===== config.mk =====
export PLATFORM = sky130hd
export DESIGN_NAME = pc_fetch_seq_flat
export DESIGN_NICKNAME = d
export VERILOG_FILES = /design/src/rtl/pc_fetch_seq_pkg.sv /design/src/rtl/pc_fetch_seq_if.sv /design/src/rtl/pc_branch_adder.sv /design/src/rtl/pc_fetch_seq.sv /design/src/flat_wrapper.sv
export SDC_FILE = /design/constraint.sdc
export NUM_CORES = 1
export LEC_CHECK = 0
export BUFFER_PORTS_ARGS = -buffer_cell sky130_fd_sc_hd__buf_2
export CORE_ASPECT_RATIO = 0.7
export CORE_MARGIN = 2
export CORE_UTILIZATION = 25
export CTS_CLUSTER_SIZE = 10
export DETAILED_ROUTE_END_ITERATION = 10
export GPL_TIMING_DRIVEN = 1
export PLACE_DENSITY = 0.44
export SETUP_SLACK_MARGIN = 0.02
export SLEW_MARGIN = 20
export SYNTH_ARGS = -nofsm -noshare
export SYNTH_HDL_FRONTEND = slang
export SYNTH_SLANG_ARGS = --single-unit

===== constraint.sdc =====
create_clock -name clk -period 5.3 [get_ports clk]
set_input_delay 1.59 -clock clk [delete_from_list [all_inputs] [get_ports clk]]
set_output_delay 1.59 -clock clk [all_outputs]
set_load 0.02 [all_outputs]

===== src/rtl/pc_fetch_seq_pkg.sv =====
// ==========================================================================
// pc_fetch_seq_pkg : shared FSM state type and constants for the fetch path
// Rev 1.0
// ==========================================================================
`default_nettype none

package pc_fetch_seq_pkg;

  typedef enum logic [1:0] {
    RST   = 2'd0,
    FETCH = 2'd1,
    HOLD  = 2'd2,
    EXEC  = 2'd3
  } state_t;

  // Top bit of the branch immediate carried in the instruction word
  localparam int IMM_MSB = 14;

  localparam logic [31:0] DEFAULT_RESET_PC = 32'h0000_0000;

endpackage

`default_nettype wire


===== src/rtl/pc_fetch_seq_if.sv =====
// ==========================================================================
// pc_fetch_seq_if : instruction-memory request/ack and decode valid/ready bus
// Rev 1.0
// ==========================================================================
`default_nettype none

interface pc_fetch_seq_if #(
  parameter int WIDTH = 32
);

  logic             imem_req;
  logic [WIDTH-1:0] imem_addr;
  logic             imem_ack;
  logic [WIDTH-1:0] imem_rdata;
  logic [WIDTH-1:0] ir_out;
  logic             ir_valid;
  logic             ir_ready;

  modport master (
    output imem_req, imem_addr, ir_out, ir_valid,
    input  imem_ack, imem_rdata, ir_ready
  );

  modport slave (
    input  imem_req, imem_addr, ir_out, ir_valid,
    output imem_ack, imem_rdata, ir_ready
  );

endinterface

`default_nettype wire


===== src/rtl/pc_branch_adder.sv =====
// ==========================================================================
// pc_branch_adder : PC+1 and PC+1+sext(imm) adders, shared with decode
// Rev 1.0
// ==========================================================================
`default_nettype none

module pc_branch_adder
  import pc_fetch_seq_pkg::*;
#(
  parameter int WIDTH = 32
) (
  input  logic [WIDTH-1:0] pc,
  input  logic [IMM_MSB:0] imm,
  output logic [WIDTH-1:0] pc_1,
  output logic [WIDTH-1:0] bra
);

  // Both sums wrap modulo 2^WIDTH by construction
  assign pc_1 = pc + WIDTH'(1);
  assign bra  = pc_1 + {{(WIDTH-IMM_MSB-1){imm[IMM_MSB]}}, imm};

endmodule

`default_nettype wire


===== src/rtl/pc_fetch_seq.sv =====
// ==========================================================================
// pc_fetch_seq : PC register and instruction-fetch sequencer (RST/FETCH/HOLD/EXEC)
// Option macro: FETCH_TIMEOUT_EN adds a sticky fetch watchdog.  Rev 1.0
// ==========================================================================
`default_nettype none

module pc_fetch_seq
  import pc_fetch_seq_pkg::*;
#(
  parameter int               WIDTH          = 32,
  parameter logic [WIDTH-1:0] RESET_PC       = WIDTH'(DEFAULT_RESET_PC),
  parameter int               TIMEOUT_CYCLES = 15
) (
  input  logic              clk,
  input  logic              rst_n,
  input  logic [WIDTH-1:0]  next_pc_in,
  input  logic              pc_load,
  pc_fetch_seq_if.master    bus,
  output logic [WIDTH-1:0]  pc_out,
  output logic [WIDTH-1:0]  pc_1_out,
  output logic [WIDTH-1:0]  bra_out,
  output logic              fetch_err
);

  state_t           state;
  logic [WIDTH-1:0] pc;
  logic [WIDTH-1:0] ir;
  logic             req;
  logic             valid;

  // req/valid are registered alongside the state so every bus output is a flop
  always_ff @(posedge clk) begin
    if (!rst_n) begin
      state <= RST;
      pc    <= RESET_PC;
      ir    <= '0;
      req   <= 1'b0;
      valid <= 1'b0;
    end else begin
      case (state)
        RST: begin
          state <= FETCH;
          req   <= 1'b1;
        end
        FETCH: begin
          if (bus.imem_ack) begin
            ir    <= bus.imem_rdata;
            req   <= 1'b0;
            valid <= 1'b1;
            state <= HOLD;
          end
        end
        HOLD: begin
          if (bus.ir_ready) begin
            valid <= 1'b0;
            state <= EXEC;
          end
        end
        EXEC: begin
          if (pc_load) begin
            pc    <= next_pc_in;
            req   <= 1'b1;
            state <= FETCH;
          end
        end
        default: state <= RST;
      endcase
    end
  end

  assign bus.imem_req  = req;
  assign bus.imem_addr = pc;
  assign bus.ir_out    = ir;
  assign bus.ir_valid  = valid;
  assign pc_out        = pc;

  pc_branch_adder #(
    .WIDTH (WIDTH)
  ) u_branch_adder (
    .pc   (pc),
    .imm  (ir[IMM_MSB:0]),
    .pc_1 (pc_1_out),
    .bra  (bra_out)
  );

`ifdef FETCH_TIMEOUT_EN
  localparam int             CNT_W    = $clog2(TIMEOUT_CYCLES + 1);
  localparam logic [CNT_W-1:0] CNT_LAST = CNT_W'(TIMEOUT_CYCLES - 1);

  logic [CNT_W-1:0] wdog;
  logic             err;

  // Held at zero outside FETCH, so every entry into FETCH starts a fresh count
  always_ff @(posedge clk) begin
    if (!rst_n) begin
      wdog <= '0;
      err  <= 1'b0;
    end else if (state != FETCH || bus.imem_ack) begin
      wdog <= '0;
    end else if (wdog == CNT_LAST) begin
      wdog <= '0;
      err  <= 1'b1;
    end else begin
      wdog <= wdog + 1'b1;
    end
  end

  assign fetch_err = err;
`else
  assign fetch_err = 1'b0;
`endif

endmodule

`default_nettype wire

===== src/flat_wrapper.sv =====
// flat-port wrapper written by rule: the top's interface ports become plain ports
module pc_fetch_seq_flat import pc_fetch_seq_pkg::*;
#(
  parameter int               WIDTH          = 32,
  parameter logic [WIDTH-1:0] RESET_PC       = WIDTH'(DEFAULT_RESET_PC),
  parameter int               TIMEOUT_CYCLES = 15
)
  (clk, rst_n, next_pc_in, pc_load, pc_out, pc_1_out, bra_out, fetch_err, bus_imem_req, bus_imem_addr, bus_ir_out, bus_ir_valid, bus_imem_ack, bus_imem_rdata, bus_ir_ready);
  pc_fetch_seq_if #(.WIDTH(WIDTH)) bus_i ();
  input  logic clk;
  input  logic rst_n;
  input  logic [WIDTH-1:0] next_pc_in;
  input  logic pc_load;
  output logic [WIDTH-1:0] pc_out;
  output logic [WIDTH-1:0] pc_1_out;
  output logic [WIDTH-1:0] bra_out;
  output logic fetch_err;
  output wire logic [$bits(bus_i.imem_req)-1:0] bus_imem_req;
  output wire logic [$bits(bus_i.imem_addr)-1:0] bus_imem_addr;
  output wire logic [$bits(bus_i.ir_out)-1:0] bus_ir_out;
  output wire logic [$bits(bus_i.ir_valid)-1:0] bus_ir_valid;
  input wire logic [$bits(bus_i.imem_ack)-1:0] bus_imem_ack;
  input wire logic [$bits(bus_i.imem_rdata)-1:0] bus_imem_rdata;
  input wire logic [$bits(bus_i.ir_ready)-1:0] bus_ir_ready;
  assign bus_imem_req = bus_i.imem_req;
  assign bus_imem_addr = bus_i.imem_addr;
  assign bus_ir_out = bus_i.ir_out;
  assign bus_ir_valid = bus_i.ir_valid;
  assign bus_i.imem_ack = bus_imem_ack;
  assign bus_i.imem_rdata = bus_imem_rdata;
  assign bus_i.ir_ready = bus_ir_ready;
  pc_fetch_seq #(.WIDTH(WIDTH), .RESET_PC(RESET_PC), .TIMEOUT_CYCLES(TIMEOUT_CYCLES)) u_core (.clk(clk), .rst_n(rst_n), .next_pc_in(next_pc_in), .pc_load(pc_load), .bus(bus_i), .pc_out(pc_out), .pc_1_out(pc_1_out), .bra_out(bra_out), .fetch_err(fetch_err));
endmodule

### Word level (Yosys, flattened, before mapping)

Cells that the tools add are included.

| cells by class | value |
|---|---|
| add/subtract/negate cells | 2 |
| $mul | 0 |
| div/mod/pow operators | 0 |
| order comparisons | 0 |
| equal/unequal tests | 6 |
| shift-type cells | 0 |
| mux-type cells | 10 |
| bitwise logic cells | 0 |
| reduce and logical (&&, ||, !) cells | 8 |

Operator list:

| kind | count |
|---|---|
| $add 32x1->32 const B | 1 |
| $add 32x32->32 | 1 |
| $reduce_and 3->1 | 3 |
| $pmux 2 s4 | 1 |
| $mux 2 | 3 |
| $ne 2x2->1 const B | 3 |
| $eq 2x2->1 const B | 2 |
| $mux 1 | 4 |
| $reduce_and 2->1 | 2 |
| $pmux 1 s3 | 1 |
| $reduce_bool 3->1 | 1 |
| $eq 2x1->1 const B | 1 |
| $logic_not 2->1 | 1 |
| $pmux 1 s2 | 1 |
| $reduce_bool 2->1 | 1 |

| storage, ports and cells | value |
|---|---|
| register bits after elaboration | 68 |
| bits in latches | 0 |
| RAM bits | 0 |
| bits in read-only memories | 0 |
| input bits | 69 |
| output and inout port bits | 163 |
| word-level logic and storage cells | 31 |
| memories | 0 |

### Logic depth before layout (Yosys ltp)

Gate-level depths: netlist (run 1).

| depth | value |
|---|---|
| depth in word-level cells | 3 |
| depth in mapped cells | 14 |

### Cells and area by module

A second synthesis (run 1) with hierarchy kept.

| unflattened totals | value |
|---|---|
| cell total of the unflattened synthesis | 665 |
| area total of the unflattened synthesis | 5190.0 µm² |

Modules (own cells, without submodules):

| module | times used | cells each | area an instance (µm²) | sequential area each (µm²) |
|---|---|---|---|---|
| pc_fetch_seq | 1 | 342 | 2867.8 | 1361.3 |
| pc_branch_adder | 1 | 323 | 2322.2 | 0.0 |

### Worst setup path after synthesis (run 1)

No wires, ideal clock.

| timing | value |
|---|---|
| kind | flip-flop to output port |
| from | reg u_core.pc[0] (netlist: u_core.bus.imem_addr[0]) |
| to | out bra_out[31] |
| data arrival time | 3.763 ns |
| required time | 3.710 ns |
| slack | -0.053 ns |
| cell stages (with the launch flop) | 13 |
| path through | dfxtp_1 -> ha_1 -> and3_1 -> nor2b_1 -> nand3_1 -> xnor2_1 -> ha_1 -> nand4_1 -> nor2_1 -> a211o_2 -> a211oi_2 -> a21oi_1 -> xnor2_1 |

| on the way | value |
|---|---|
| word-level cells in the longest chain between the ends | 2 |

Ends and longest elaborated chain:

| element | line | RTL |
|---|---|---|
| start, declared | pc_fetch_seq.sv:26 | `logic [WIDTH-1:0] pc;` |
| start signal, assigned | pc_fetch_seq.sv:61 | `pc <= next_pc_in;` |
| $add 32x1->32 | pc_branch_adder.sv:19 | `assign pc_1 = pc + WIDTH'(1);` |
| via pc_1_out[12] | flat_wrapper.sv:15 | `output logic [WIDTH-1:0] pc_1_out;` |
| $add 32x32->32 | pc_branch_adder.sv:20 | `assign bra = pc_1 + {{(WIDTH-IMM_MSB-1){imm[IMM_MSB]}}, imm};` |
| end, declared | flat_wrapper.sv:16 | `output logic [WIDTH-1:0] bra_out;` |

The timed path passes the listed nets, and every way through them passes these cells.

### Worst setup path in the final report (run 1)

| timing | value |
|---|---|
| from | reg u_core.pc[2] (netlist: u_core.bus.imem_addr[2]) |
| to | out bra_out[27] |

| on the way | value |
|---|---|
| word-level cells in the longest chain between the ends | 2 |

Ends and longest elaborated chain:

| element | line |
|---|---|
| $add 32x1->32 | pc_branch_adder.sv:19 |
| $add 32x32->32 | pc_branch_adder.sv:20 |

No other way between the ends.

==> results of run 1 <==
report_power, final:
| group | switching, W | total, W | internal [W] |
|---|---|---|---|
| combinational | 0.000511 | 0.000805 | 0.000295 |
| sequential | 0.0000539 | 0.000625 | 0.000571 |
| clock | 0.000252 | 0.000623 | 0.000371 |
| total | 0.000817 | 0.00205 | 0.00124 |
layout by cell type, fill, tap and decap left out, types with 4 or more instances in the layout:
cell	Yosys	final
nand2_1	172	172
o21ai_0	27	25
a21o_1	8	8
xnor2_2	0	10
nand3_1	19	17
and4_1	7	5
dfxtp_1	68	62
nor2b_1	4	4
ha_4	0	6
o211ai_1	5	5
inv_1	10	9
nor2_1	23	21
and2_1	9	9
nand4_1	12	12
buf_2	0	227
a31oi_1	4	4
buf_4	33	56
a211oi_2	1	4
a211oi_1	9	6
inv_6	0	4
clkbuf_16	0	9
a21oi_1	30	26
xor2_1	20	17
ha_1	38	30
a21boi_0	65	65
a21oi_2	0	4
dfxtp_2	0	6
xnor2_1	37	26
nor3_1	10	8
and3_1	6	5
how the worst max path moves through the flow:
| stage | from | end | slack, ns | cells past startpoint |
|---|---|---|---|---|
| finish | u_core.bus.imem_addr[2] | bra_out[27] | 0.16 | 15 |
| global route | u_core.bus.imem_addr[13] | bra_out[30] | -0.05 | 15 |
| CTS | u_core.bus.imem_addr[5] | bra_out[17] | 0.03 | 14 |
| detailed placement | u_core.bus.imem_addr[9] | bra_out[30] | 0.27 | 14 |
| global placement | u_core.bus.imem_addr[8] | bra_out[30] | 0.30 | 15 |
| floorplan | u_core.bus.imem_addr[2] | bra_out[30] | 0.02 | 13 |
sequential cells by signal, indices dropped and copies added, names as in the netlist:
signal                cells
u_core.bus.ir_out        32
u_core.bus.imem_addr     32
u_core.bus.ir_valid       1
u_core.state              2
u_core.bus.imem_req       1
logic make-up after synthesis:
logic type	after synthesis	synth area share (%)
xor gates and xnor gates	57	9.54
DFF	68	26.0
muxes	1	0.191
AOI/OAI and AO/OA	177	23.8
and+or+nand+nor	272	23.2
other	1	0.0717
adders and majority gates	39	9.47
buffers and inverters	72	7.68
metrics by stage:
step	total power [W]	cell area (um2)	utilization (%)
6_report	0.00205	7400	35.9
5_1_grt	0.00219	7400	35.9
4_1_cts	0.00205	7080	34.3
3_5_place_dp	0.00142	6740	32.6
3_3_place_gp	0.00142	6740	32.6
2_1_floorplan	0.00114	5260	-
worst max-delay path, delay by kind of cell, from the launching register on:
kind	cells	cell delay, ns
compound gates	3	0.72
xor+xnor	1	0.20
fa+ha+maj	1	0.32
buf+inv	4	0.68
flops	1	0.33
simple gates	6	0.96
per-layer routing:
| metal | GRT usage, % | vias up | part of all wire (%) |
|---|---|---|---|
| li1 | - | 2832 | - |
| met1 | 27.9 | 2513 | 55 |
| met2 | 23.6 | 143 | 40 |
| met3 | 3.38 | 11 | 4.7 |
| met4 | 3.45 | 0 | 0.91 |
| met5 | 0 | - | 0 |
cell type report:
type / instances / area, um2 / share of cell area (%)
multi-input combinational: 547 / 3790 / 51.2
clock buffer: 9 / 225 / 3.04
clock inverter: 7 / 80.1 / 1.08
sequential: 68 / 1370 / 18.5
inverter: 10 / 37.5 / 0.507
tap: 276 / 345 / 4.67
timing repair buffer: 283 / 1560 / 21.0
timing repair:
item	4_1_cts	5_1_grt
pin swaps	1	18
hold endpoints to repair	0	0
endpoints found under the setup margin	5	15
buffers inserted	1	6
gates resized for setup	5	54
hold buffers	0	0
==> flow_summary.json, run 1 <==
{
  "timing.slew.headroom_pct": 44.6,
  "ant_nets": 0,
  "yosysTopAreaCell": "dfxtp_1",
  "rows": 44,
  "required_ns": 3.71,
  "hold_viol_final": 0,
  "routabilityCongestion": 0.910,
  "ys_seq_area_share_pct": 26.0,
  "routed_wirelength_um": 19700,
  "fillerInstances": 2256,
  "setup_viol": 0,
  "r2r_cells": 6,
  "ir_drop_mv": 0.158,
  "path_cells": "and4_4 -> and3_1 -> nor2b_1 -> buf_4 -> nand3_1 -> xnor2_2 -> ha_4 -> nand4_1 -> buf_4 -> a2111oi_4 -> a211oi_2 -> buf_4 -> a2111o_1 -> and4_1 -> buf_2",
  "async_reset_ff_share_pct": 0,
  "max_stage_delay_ns": 0.36,
  "syn_inst": 687,
  "syn2layout_area_growth_pct": 41.5,
  "synth_edf_count": 0,
  "syn_nets": 795,
  "hold_class": "reg2reg",
  "arrival_ns": 3.55,
  "worst_slack_ns": 0.161,
  "min_path_cells": 2,
  "slew_viol_final": 0,
  "antenna_found_initial": 0,
  "first_iter_violations": 308,
  "cp-end-kind": "output port",
  "cts_buffers": 9,
  "yosysUniqueCellTypes": 53,
  "initial_core_util_pct": 25.3,
  "wl_per_cell_um": 16.4,
  "syn_area_um2": 5230,
  "max_freq_mhz": 195,
  "worst_pin_slew_ns": 0.830,
  "hpwl_um": 16000,
  "p_leak_nw": 3.64,
  "ys_ff_latch": 68,
  "synth.avg_cell_area_um2": 7.61,
  "yosys_warnings": 0,
  "clk_pin_slew_worst_paths_ns": 0.06,
  "worstSetupPathType": "reg2out",
  "clk_path_buf_depth": 2,
  "cts_tree": "built",
  "dp_cells": 1177,
  "first_pass_iters": 5,
  "crit_top_cell": "buf_4",
  "antennaDiodeCount": 0,
  "hp-start": "u_core.bus.ir_out[18]",
  "grt_pass1_wl_um": 29900,
  "yosysMostFrequentCell": "nand2_1",
  "overflow": 0,
  "hold_ws_ns": 0.462,
  "reg2reg_to": "u_core.bus.ir_out[24]",
  "fp.dieArea_um2": 22100,
  "finalCriticalPeriod_ns": 5.14,
  "htreeDepth": 3,
  "cellPowerDensity_nw_per_um2": 277,
  "period_share_pct": 97.0,
  "reg2reg_slack_ns": 3.36,
  "num_vias": 5499,
  "die_w_um": 177,
  "clk_latency_ns": 0.33,
  "port-buffer-count": 230,
  "grt_pass1_vias": 5084,
  "grt_util_all_layers_pct": 17.5,
  "fin_worst_skew_ns": 0.0106,
  "synth_area_leaders": "dfxtp_1 26%, nand2_1 12%, a21boi_0 9.3%, ha_1 9.1%, xnor2_1 6.2%",
  "synth_commonest_cells": "172 x nand2_1, 68 x dfxtp_1, 65 x a21boi_0",
  "synth_ff_type": "dfxtp_1",
  "r2r-start": "u_core.state[1]",
  "grt_max_degree": 69,
  "nNetsFinal": 1027,
  "via_per_inst": 4.58,
  "drive_gt1_share_pct": 38.6,
  "die_y_um": 125,
  "outcome": "completed",
  "clkSinkCount": 68,
  "io_pins": 232,
  "coreArea_um2": 20600,
  "dp_slack_ns": 0.267,
  "grt_setup_unrepaired": "true",
  "worstPathMaxFanout": 7,
  "maxCapViolCount": 0,
  "slowest_stage": "a2111o_1",
  "stdcell_count": 1200,
  "remaining_drc_errors": 0,
  "crit_path_start_kind": "register",
  "fin_setup_tns_ns": 0,
  "yosysTopAreaCellShare_pct": 26.0,
  "cts_root_buf": "clkbuf_16",
  "hold_end": "u_core.bus.ir_out[18]"
}
(Power assumes the default switching activity.)
==> run 2, diff against run 1 <==
--- a/config.mk
+++ b/config.mk
@@ -6,14 +6,17 @@
 export NUM_CORES = 1
 export LEC_CHECK = 0
 export BUFFER_PORTS_ARGS = -buffer_cell sky130_fd_sc_hd__buf_2
+export CELL_PAD_IN_SITES_DETAIL_PLACEMENT = 1
+export CELL_PAD_IN_SITES_GLOBAL_PLACEMENT = 1
 export CORE_ASPECT_RATIO = 0.7
 export CORE_MARGIN = 2
 export CORE_UTILIZATION = 25
+export CTS_BUF_LIST = sky130_fd_sc_hd__clkbuf_8 sky130_fd_sc_hd__clkbuf_16
 export CTS_CLUSTER_SIZE = 10
 export DETAILED_ROUTE_END_ITERATION = 10
 export GPL_TIMING_DRIVEN = 1
-export PLACE_DENSITY = 0.44
-export SETUP_SLACK_MARGIN = 0.02
+export PLACE_DENSITY = 0.6
+export SETUP_SLACK_MARGIN = 0.5
 export SLEW_MARGIN = 20
 export SYNTH_ARGS = -nofsm -noshare
 export SYNTH_HDL_FRONTEND = slang
==> flow_summary.json, run 2 (same netlist as run 1, synthesis figures left out) <==
{
  "outcome": "completed",
  "netSwitchingFraction_pct": 39.4,
  "grt_pass1_wl_um": 33900,
  "p_leak_nw": 3.96,
  "fp.dieArea_um2": 22100,
  "initial_core_util_pct": 25.3,
  "worstPathMaxFanout": 7,
  "crit_path_start_kind": "register",
  "port-buffer-count": 230,
  "num_vias": 5792,
  "r2r_cells": 6,
  "overflow": 0,
  "worst_pin_slew_ns": 0.637,
  "setup_viol": 0,
  "remaining_drc_errors": 0,
  "nNetsFinal": 1048,
  "fillerInstances": 2544,
  "io_pins": 232,
  "cts_buffers": 9,
  "clkSinkCount": 68,
  "htreeDepth": 3,
  "fin_worst_skew_ns": 0.00783,
  "first_pass_iters": 4,
  "period_share_pct": 96.8,
  "via_per_inst": 4.74,
  "regArea_um2": 1420,
  "antennaDiodeCount": 0,
  "clk_latency_ns": 0.34,
  "multi_input_area_um2": 4410,
  "startpoint": "u_core.bus.imem_addr[2]",
  "finalCriticalPeriod_ns": 5.13,
  "p_sw_w": 0.000856,
  "cellPowerDensity_nw_per_um2": 261,
  "power_w": 0.00217,
  "hold_class": "reg2reg",
  "routed_wirelength_um": 21900,
  "drive_gt1_share_pct": 48.5,
  "routabilityCongestion": 0.846,
  "slew_viol_final": 0,
  "wl_per_cell_um": 17.9,
  "rows": 44,
  "first_iter_violations": 310,
  "dp_cells": 1162,
  "worstSetupPathType": "reg2out",
  "reg2reg_to": "u_core.state[0]",
  "grt_util_all_layers_pct": 19.7,
  "dp_slack_ns": 0.140,
  "die_w_um": 177,
  "coreArea_um2": 20600,
  "required_ns": 3.71,
  "r2r-start": "u_core.state[1]",
  "grt_max_degree": 69,
  "cts_root_buf": "clkbuf_16",
  "holdBufCountCts": 0,
  "reg2reg_slack_ns": 3.69,
  "arrival_ns": 3.54,
  "grt_setup_unrepaired": "true",
  "die_y_um": 125,
  "clk_path_buf_depth": 2,
  "hold_viol_final": 0,
  "final_common_cell": "buf_2",
  "hpwl_um": 16800,
  "stdcell_count": 1221,
  "grt_pass1_vias": 5775,
  "p_seq_share_pct": 28.7,
  "power.internal_w": 0.00132,
  "clk_pin_slew_worst_paths_ns": 0.06,
  "maxCapViolCount": 0,
  "hold_end": "u_core.bus.ir_out[16]",
  "final_cell_mix": "215 x buf_2, 163 x nand2_1, 77 x buf_4, 65 x a21boi_0, 49 x dfxtp_1",
  "hold_ws_ns": 0.464,
  "antenna_found_initial": 0,
  "ir_drop_mv": 0.128,
  "combPwrFrac_pct": 41.5,
  "cts_tree": "built",
  "fin_setup_tns_ns": 0,
  "cp-end-kind": "output port",
  "timing.slew.headroom_pct": 57.4,
  "max_freq_mhz": 195,
  "syn2layout_area_growth_pct": 59.2,
  "worst_slack_ns": 0.169,
  "min_path_cells": 2,
  "hp-start": "u_core.bus.ir_out[16]",
  "clkPwrFrac_pct": 29.8,
  "ant_nets": 0
}
==> run 2: cell count changes in the layout (fill, tap and decap cells not counted), moves of 12 or more <==
cell,delta
buf_2,-12
buf_4,+21
dfxtp_1,-13
dfxtp_4,+12
ha_1,-12
ha_4,+13
xnor2_1,-12
==> run 2: power by group through the flow <==
stage               Sequential [W]  Clock [W]  Combinational [W]
CTS                       0.000624   0.000670           0.000877
detailed placement        0.000639          0           0.000798
floorplan                 0.000704          0           0.000456
global placement          0.000636          0           0.000794
global route              0.000633   0.000696           0.000981
finish                    0.000624   0.000648           0.000902
==> run 2: worst max-delay path by stage <==
stage | endpoint | slack [ns] | cells after the start
4_1_cts | bra_out[19] | 0.21 | 14
2_1_floorplan | bra_out[17] | 0.42 | 11
5_1_grt | bra_out[31] | 0.03 | 15
3_3_place_gp | bra_out[30] | 0.31 | 14
6_report | bra_out[31] | 0.17 | 15
3_5_place_dp | bra_out[30] | 0.14 | 14
==> run 2: what timing repair did <==
action                     CTS  global route
setup endpoints to repair   20            21
pin swaps                   44            27
gates cloned                 0             0
resized for setup          104            46
buffers inserted            30            13
==> run 2: per-stage QoR <==
| stage | utilization [%] | area, um2 |
|---|---|---|
| after floorplan | - | 5570 |
| after global placement | 33.6 | 6940 |
| after detailed placement | 33.6 | 6940 |
| after CTS | 38.7 | 7990 |
| after global routing | 40.3 | 8330 |
| final | 40.3 | 8330 |
==> run 2: worst max-delay path: stages, from the launching register on <==
cell,delay (ns)
dfxtp_4,0.34
and4_4,0.23
and3_4,0.19
nor2b_4,0.26
buf_12,0.14
xor2_4,0.21
ha_4,0.24
a21o_1,0.17
a21o_1,0.17
a211o_4,0.35
a211oi_4,0.23
buf_6,0.16
a21oi_2,0.06
buf_4,0.14
xnor2_2,0.12
buf_4,0.17
==> run 2: per-layer routing <==
metal  GRT usage [%]  routed length [um]
met1            29.4               11200
met2            28.9                9290
met3            3.71                1040
met4            4.18                 291
met5               0                   0
==> run 2: cell type report <==
| class | count | share of cell area [%] |
|---|---|---|
| Sequential cell | 68 | 17.0 |
| Tap cell | 276 | 4.15 |
| Clock inverter | 6 | 0.811 |
| Multi-Input combinational cell | 547 | 53.0 |
| Timing Repair Buffer | 304 | 21.6 |
| Clock buffer | 10 | 3.00 |
| Inverter | 10 | 0.451 |
